<file path="src/rtl/sync_count_ctrl.sv">
// sync_count_ctrl: run controller for a 4-bit up/down counter.
// A command arrives over a valid/ready handshake and loads start/end/direction/repeat count.
// The block then steps the count modulo 16 from start to end, reps+1 times, and pulses done.
// pause freezes the run, and abort ends it early. The count is exposed on Q1 (LSB) .. Q4 (MSB).
module sync_count_ctrl (
    input  logic       clk,
    input  logic       rst,
    input  logic       cmd_valid,
    output logic       cmd_ready,
    input  logic [3:0] cmd_start,
    input  logic [3:0] cmd_end,
    input  logic       cmd_up,
    input  logic [3:0] cmd_reps,
    input  logic       pause,
    input  logic       abort,
    output logic       Q1,
    output logic       Q2,
    output logic       Q3,
    output logic       Q4,
    output logic       busy,
    output logic       done,
    output logic       aborted,
    output logic       wrap
);

    typedef enum logic [1:0] {
        IDLE = 2'd0,
        RUN  = 2'd1,
        DONE = 2'd2
    } state_t;

    state_t     state;
    logic [3:0] count;
    logic [3:0] start_val;
    logic [3:0] end_val;
    logic       up;
    logic [3:0] rep_left;

    // Decode the handshake and run status straight from state, so that no extra cycle of latency is added.
    assign cmd_ready = (state == IDLE);
    assign busy      = (state != IDLE);

    assign Q1 = count[0];
    assign Q2 = count[1];
    assign Q3 = count[2];
    assign Q4 = count[3];

    // Single registered FSM: accepts commands, steps the count and generates the event pulses.
    // NOTE: all state here uses non-blocking (<=) so every register samples pre-edge values;
    // blocking assignments would let later lines see same-cycle updates and break the pipeline.
    always_ff @(posedge clk or posedge rst) begin
        if (rst) begin
            state     <= IDLE;
            count     <= 4'd0;
            start_val <= 4'd0;
            end_val   <= 4'd0;
            up        <= 1'b1;
            rep_left  <= 4'd0;
            done      <= 1'b0;
            aborted   <= 1'b0;
            wrap      <= 1'b0;
        end else begin
            // Pulse outputs default low; each branch raises only what it flags.
            done    <= 1'b0;
            aborted <= 1'b0;
            wrap    <= 1'b0;
            unique case (state)
                IDLE: begin
                    if (cmd_valid) begin
                        start_val <= cmd_start;
                        end_val   <= cmd_end;
                        up        <= cmd_up;
                        rep_left  <= cmd_reps;
                        count     <= cmd_start;
                        state     <= RUN;
                    end
                end
                RUN: begin
                    if (abort) begin
                        aborted <= 1'b1;
                        state   <= IDLE;
                    end else if (pause) begin
                        // Everything holds; wrap already defaulted low.
                    end else if (count == end_val && rep_left == 4'd0) begin
                        done  <= 1'b1;
                        state <= DONE;
                    end else if (count == end_val) begin
                        // Reload for the next pass; a reload never flags wrap.
                        rep_left <= rep_left - 4'd1;
                        count    <= start_val;
                    end else if (up) begin
                        count <= count + 4'd1;
                        wrap  <= (count == 4'd15);
                    end else begin
                        count <= count - 4'd1;
                        wrap  <= (count == 4'd0);
                    end
                end
                DONE: begin
                    // One cycle only; abort is deliberately ignored here.
                    state <= IDLE;
                end
                default: state <= IDLE;
            endcase
        end
    end

endmodule
</file>
<file path="config.mk">
export PLATFORM = sky130hd
export DESIGN_NAME = sync_count_ctrl
export DESIGN_NICKNAME = d
export VERILOG_FILES = /design/src/rtl/sync_count_ctrl.sv
export SDC_FILE = /design/constraint.sdc
export NUM_CORES = 1
export LEC_CHECK = 0
export CAP_MARGIN = 20
export CORE_MARGIN = 8
export CORE_UTILIZATION = 54
export CTS_BUF_LIST = sky130_fd_sc_hd__clkbuf_16
export CTS_CLUSTER_SIZE = 40
export DETAILED_ROUTE_END_ITERATION = 16
export PLACE_DENSITY = 0.95
export SLEW_MARGIN = 5
export SYNTH_ARGS = -nofsm -noshare
export SYNTH_HDL_FRONTEND = slang
export SYNTH_SLANG_ARGS = --single-unit
</file>
<file path="constraint.sdc">
create_clock -name clk -period 3.8 [get_ports clk]
set_clock_uncertainty 0.05 [all_clocks]
set_input_delay 0.76 -clock clk [delete_from_list [all_inputs] [get_ports clk]]
set_output_delay 0.76 -clock clk [all_outputs]
set_load 0.02 [all_outputs]
</file>
==> results of run 1 <==
## where the power goes
group	switching, mW	internal, mW	total [mW]
sequential	0.0992	0.300	0.399
clock	0.0842	0.140	0.225
combinational	0.246	0.246	0.492
## layer usage
metal | track usage, % | wire length [um]
met1 | 19.0 | 1310
met5 | 0 | 0
met2 | 27.2 | 1660
met4 | 7.36 | 77
met3 | 3.05 | 189
## flip-flops by register name, indices dropped and copies added (netlist names)
name / flops
aborted: 1
end_val: 4
state: 2
rep_left: 4
wrap: 1
count: 4
up: 1
start_val: 4
done: 1
## kinds of logic after synthesis
family          synth area share, %
buf+inv                        5.19
simple gates                   17.4
fa+ha+maj                      5.38
compound gates                 15.1
xor+xnor                       6.73
flops                          42.4
mux                            7.79
## worst reg2reg max path, cell delays in order, from the launching register on
cell,delay [ps]
dfrtp_1,420
nor2b_1,870
a31oi_1,200
mux2_1,370
## area by class of cell
| type | instances | area [um2] |
|---|---|---|
| clock buffers | 3 | 75.1 |
| fillers | 160 | 624 |
| repair buffers | 26 | 260 |
| multi-input cells | 91 | 682 |
| inverters | 6 | 22.5 |
| clock inverters | 1 | 3.75 |
| flip-flops and latches | 22 | 552 |
| well taps | 28 | 35.0 |
## synthesized netlist by cell type (2+ instances only)
master and instances:
xnor2_1 5, nor3_1 3, o22ai_1 2, a21oi_1 7, and2_1 2, a31oi_1 4
o21ai_0 4, inv_1 6, nor3b_1 2, nand2_1 9, nand3_1 3, buf_6 2
ha_1 4, o22a_1 3, buf_2 2, mux2_2 8, nor2_1 11, nor2b_1 2
dfrtp_1 21, clkbuf_1 2, a41oi_1 2
## worst max path at each step
stage                                 to  cells after the start
floorplan           count[1]$_DFFE_PP0P_                      4
global placement    count[1]$_DFFE_PP0P_                      5
detailed placement  count[1]$_DFFE_PP0P_                      5
CTS                                   Q1                      1
global route                          Q1                      1
finish                                Q1                      1
## through the flow
| step | total power [mW] | util, % | cells | instance area (um2) | hold WS (ps) |
|---|---|---|---|---|---|
| after floorplan | 0.744 | - | 126 | 1300 | 431 |
| after global placement | 0.844 | 68.8 | 173 | 1550 | 441 |
| after detailed placement | 0.879 | 68.8 | 173 | 1550 | 450 |
| after CTS | 1.11 | 72.3 | 177 | 1630 | 464 |
| after global routing | 1.18 | 72.3 | 177 | 1630 | 491 |
| final | 1.12 | 72.3 | 177 | 1630 | 466 |
==> impl_metrics.tcl, run 1 <==
set metrics [dict create \
    postCtsResizedCells 0 \
    synth.cell_area_um2 1300 \
    cts-root-buf "clkbuf_16" \
    start_util_pct 57.7 \
    cp-start-kind "flip-flop" \
    rsz0062_at_grt "no" \
    min_path_type "flip-flop to flip-flop" \
    end_kind "output pin" \
    cp_max_fo 10 \
    synth_warnings 0 \
    finalCritPeriodShare_pct 63.8 \
    drtIter0Drc 74 \
    min_path_cells 1 \
    grt_pass1_wl_um 5490 \
    drive_above_1_share_pct 14.1 \
    ant_nets 0 \
    htree_num_levels 1 \
    syn_to_final_growth_pct 25.3 \
    fmax_ghz 0.412 \
    drc 0 \
    io_buffers 26 \
    drv_slew 0 \
    worstPathRequired_ps 2990 \
    reg2reg_depth 3 \
    ys_types 43 \
    antenna_found_initial 0 \
    crit_type "flip-flop to output pin" \
    gp_congestion 0.788 \
    clk_latency_ps 250 \
    io_pins 27 \
    grt_remaining_overflow 0 \
    wire_per_inst_um 18.3 \
    ctsHoldBuffers 0 \
    holdPathEnd "start_val[1]$_DFFE_PP0P_" \
    min_from "start_val[1]$_DFFE_PP0P_" \
    critPathLaunch "count[0]$_DFFE_PP0P_" \
    cts_made_buffers 3 \
    cts_setup_buffers 0 \
    antenna-diode-count 0 \
    synth_top_area_share_pct 40.4 \
    final_cell_mix "26 x clkdlybuf4s50_1, 21 x dfrtp_1, 11 x nor2_1" \
    via_count 1065 \
    synth_top_area_cell "dfrtp_1" \
    ir_worst_vdd_v 0.000417 \
    fin_crit_ps 2430 \
    r2r_slack_ps 1770 \
    final_common_cell "clkdlybuf4s50_1" \
    tightest_slew_ps 1070 \
    syn_area_per_cell_um2 10.3 \
    r2r-end "count[1]$_DFFE_PP0P_" \
    grt_max_degree 23 \
    crit_chain "clkdlybuf4s50_1" \
    power.density_nw_per_um2 684 \
    leakagePower_nw 0.664 \
    r2r-start "state[0]$_DFFE_PP0P_" \
    nets 173 \
    clkTransAtPathRegs_ps 60 \
    num_rows 17 \
    status "completed" \
    cts_tree "yes" \
    die_w_um 65.1 \
    clkSinkCount 22 \
    finalSetupTns_ps 0 \
    dieArea_um2 4240 \
    place_ws_ps 1250 \
    max_stage_delay_ps 730 \
    finalHoldViolations 0 \
    maxCapViolations 0 \
    core_um2 2250 \
    cts_buffer_depth 2 \
    wl_um 3230 \
    synth_area_leaders "dfrtp_1 40%, mux2_2 6.9%, ha_1 3.8%" \
    slew_headroom_pct 28.6 \
    fin_ws_ps 1370 \
    worstPathArrival_ps 1620 \
    first_global_vias 1157 \
    setup_viol 0 \
    syn_nets 149 \
    ys_seq_elements 22 \
    grtUsageTotal_pct 15.9 \
    synth_cells 126 \
    dr.pass1.iters 4 \
    avgViaCountPerCell 6.02 \
    async_flop_share_pct 100 \
    synth-edff-count 0 \
    crit_family "buffers and inverters" \
    dieHeight_um 65.1 \
    slowest_stage "clkdlybuf4s50_1" \
    ys_seq_area_share_pct 42.4 \
    synth_flop_cell "dfrtp_1" \
    dpl.hpwl_um 2300 \
    critPathBufInv 1 \
]
Power figures use the tool's default switching activity.
==> inputs of run 2 (changes only) <==
CORE_UTILIZATION = 45   (was 54)
PLACE_DENSITY = 0.85   (was 0.95)
clock period = 2.1 ns   (was 3.8 ns; I/O delays follow)
==> run 2 against run 1 <==
Net effect: sequential share of layout area fell by 0.93 points; routed wire length fell by 12%; die area rose by 15%; via count fell by 1.7%; combinational power rose by 78%; setup slack got worse by 1200 ps; register-to-register slack got worse by 1600 ps; non-clock buffer count rose by 6; first-iteration DRC count fell by 49%; global-route usage fell by 3.5 points; largest power group unchanged.
==> impl_metrics.tcl, run 2 (synthesized netlist as in run 1, its figures left out) <==
set metrics [dict create \
    dpl.hpwl_um 2150 \
    p_total_mw 1.99 \
    fmax_ghz 0.518 \
    dp_cells 182 \
    cts_made_buffers 3 \
    core_um2 2760 \
    grt_max_degree 23 \
    cts_buffer_depth 2 \
    cts_tree "yes" \
    dr.max_layer_used "met4" \
    min_path_type "input port to asynchronous set/reset pin" \
    crit_type "flip-flop to output pin" \
    clkSinkCount 22 \
    die_w_um 69.8 \
    antenna_found_initial 0 \
    end_kind "output pin" \
    drive_above_1_share_pct 18.1 \
    gp_congestion 0.863 \
    grtUsageTotal_pct 12.5 \
    dr.pass1.iters 4 \
    antenna-diode-count 0 \
    dr_wl_met3_um 126 \
    worstPathArrival_ps 1460 \
    avgViaCountPerCell 5.63 \
    finalSetupTns_ps 0 \
    status "completed" \
    final_common_cell "clkdlybuf4s50_1" \
    cts_setup_buffers 0 \
    r2r-start "rep_left[0]$_DFFE_PP0P_" \
    num_rows 19 \
    finalNonFillerCells 186 \
    slew_headroom_pct 68.2 \
    clk_latency_ps 250 \
    drtIter0Drc 38 \
    io_buffers 26 \
    via_count 1047 \
    io_pins 27 \
    finalHoldViolations 0 \
    cp-start-kind "flip-flop" \
    final_cell_mix "26 x clkdlybuf4s50_1, 20 x dfrtp_1, 11 x nor2_1" \
    first_global_vias 1094 \
    htree_num_levels 1 \
    rsz0062_at_grt "no" \
    finalCritPeriodShare_pct 91.9 \
    ant_nets 0 \
    syn_to_final_growth_pct 29.1 \
    nets 179 \
    worstPathRequired_ps 1630 \
    met1_length_um 1180 \
    grt_pass1_wl_um 5060 \
    wire_per_inst_um 15.3 \
    cts-root-buf "clkbuf_16" \
    fin_crit_ps 1930 \
    tightest_slew_ps 477 \
    dieArea_um2 4870 \
    wl_um 2850 \
    ir_worst_vdd_v 0.000939 \
    drv_slew 0 \
    clkTransAtPathRegs_ps 60 \
    grt_remaining_overflow 0 \
    start_util_pct 47.2 \
    critPathLaunch "state[1]$_DFFE_PP0P_" \
    cp_max_fo 4 \
    maxCapViolations 0 \
    drc 0 \
    ctsHoldBuffers 0 \
    power.density_nw_per_um2 1190 \
    setup_viol 0 \
    dieHeight_um 69.8 \
    met2_length_um 1530 \
    leakagePower_nw 0.692 \
]
## run 2: power by group
part,total (mW),switching (mW),internal (mW)
logic,0.876,0.414,0.462
clock network,0.398,0.144,0.254
registers,0.718,0.172,0.545
## run 2: layout make-up
type | count | area, um2
Sequential cell | 22 | 553
Tap cell | 31 | 38.8
Clock buffer | 3 | 75.1
Multi-Input combinational cell | 91 | 682
Inverter | 6 | 22.5
Timing Repair Buffer | 32 | 305
Fill cell | 227 | 1080
Clock inverter | 1 | 3.75
## run 2: routing by layer
layer / global-route usage (%) / up-vias
met4: 4.02 / 0
met3: 4.01 / 2
met1: 14.5 / 511
li1: - / 509
met5: 0 / -
met2: 21.0 / 25
## run 2: worst paths after layout
| check | end | depth (start not counted) | slack, ps |
|---|---|---|---|
| worst min register to register | start_val[3]$_DFFE_PP0P_ | 1 | 460 |
| worst max-delay path | cmd_ready | 2 | 170 |
| min in group clk | start_val[3]$_DFFE_PP0P_ | 1 | 460 |
| worst min-delay path | end_val[1]$_DFFE_PP0P_ | 3 | 450 |
| worst max register to register | count[0]$_DFFE_PP0P_ | 8 | 190 |
| max in group asynchronous | up$_DFFE_PP1P_ | 3 | 1270 |
## run 2: per-stage QoR
stage	hold WS, ps	util [%]	setup slack [ps]	cell area, um2
after global placement	443	58.0	156	1600
after CTS	458	60.9	30.6	1680
after detailed placement	446	58.0	53.1	1600
after floorplan	358	-	329	1300
final	448	60.9	170	1680
after global routing	472	60.9	41.8	1680
## run 2: worst max-delay path, cell delays in order, from the launching register on
cell and delay, ps:
dfrtp_1 400, nor2_1 170, clkdlybuf4s50_1 630
## run 2: repair_timing
action / in CTS / in global routing
resized for setup: 0 / 1
hold endpoints to repair: 0 / 0
endpoints found under the setup margin: 0 / 1
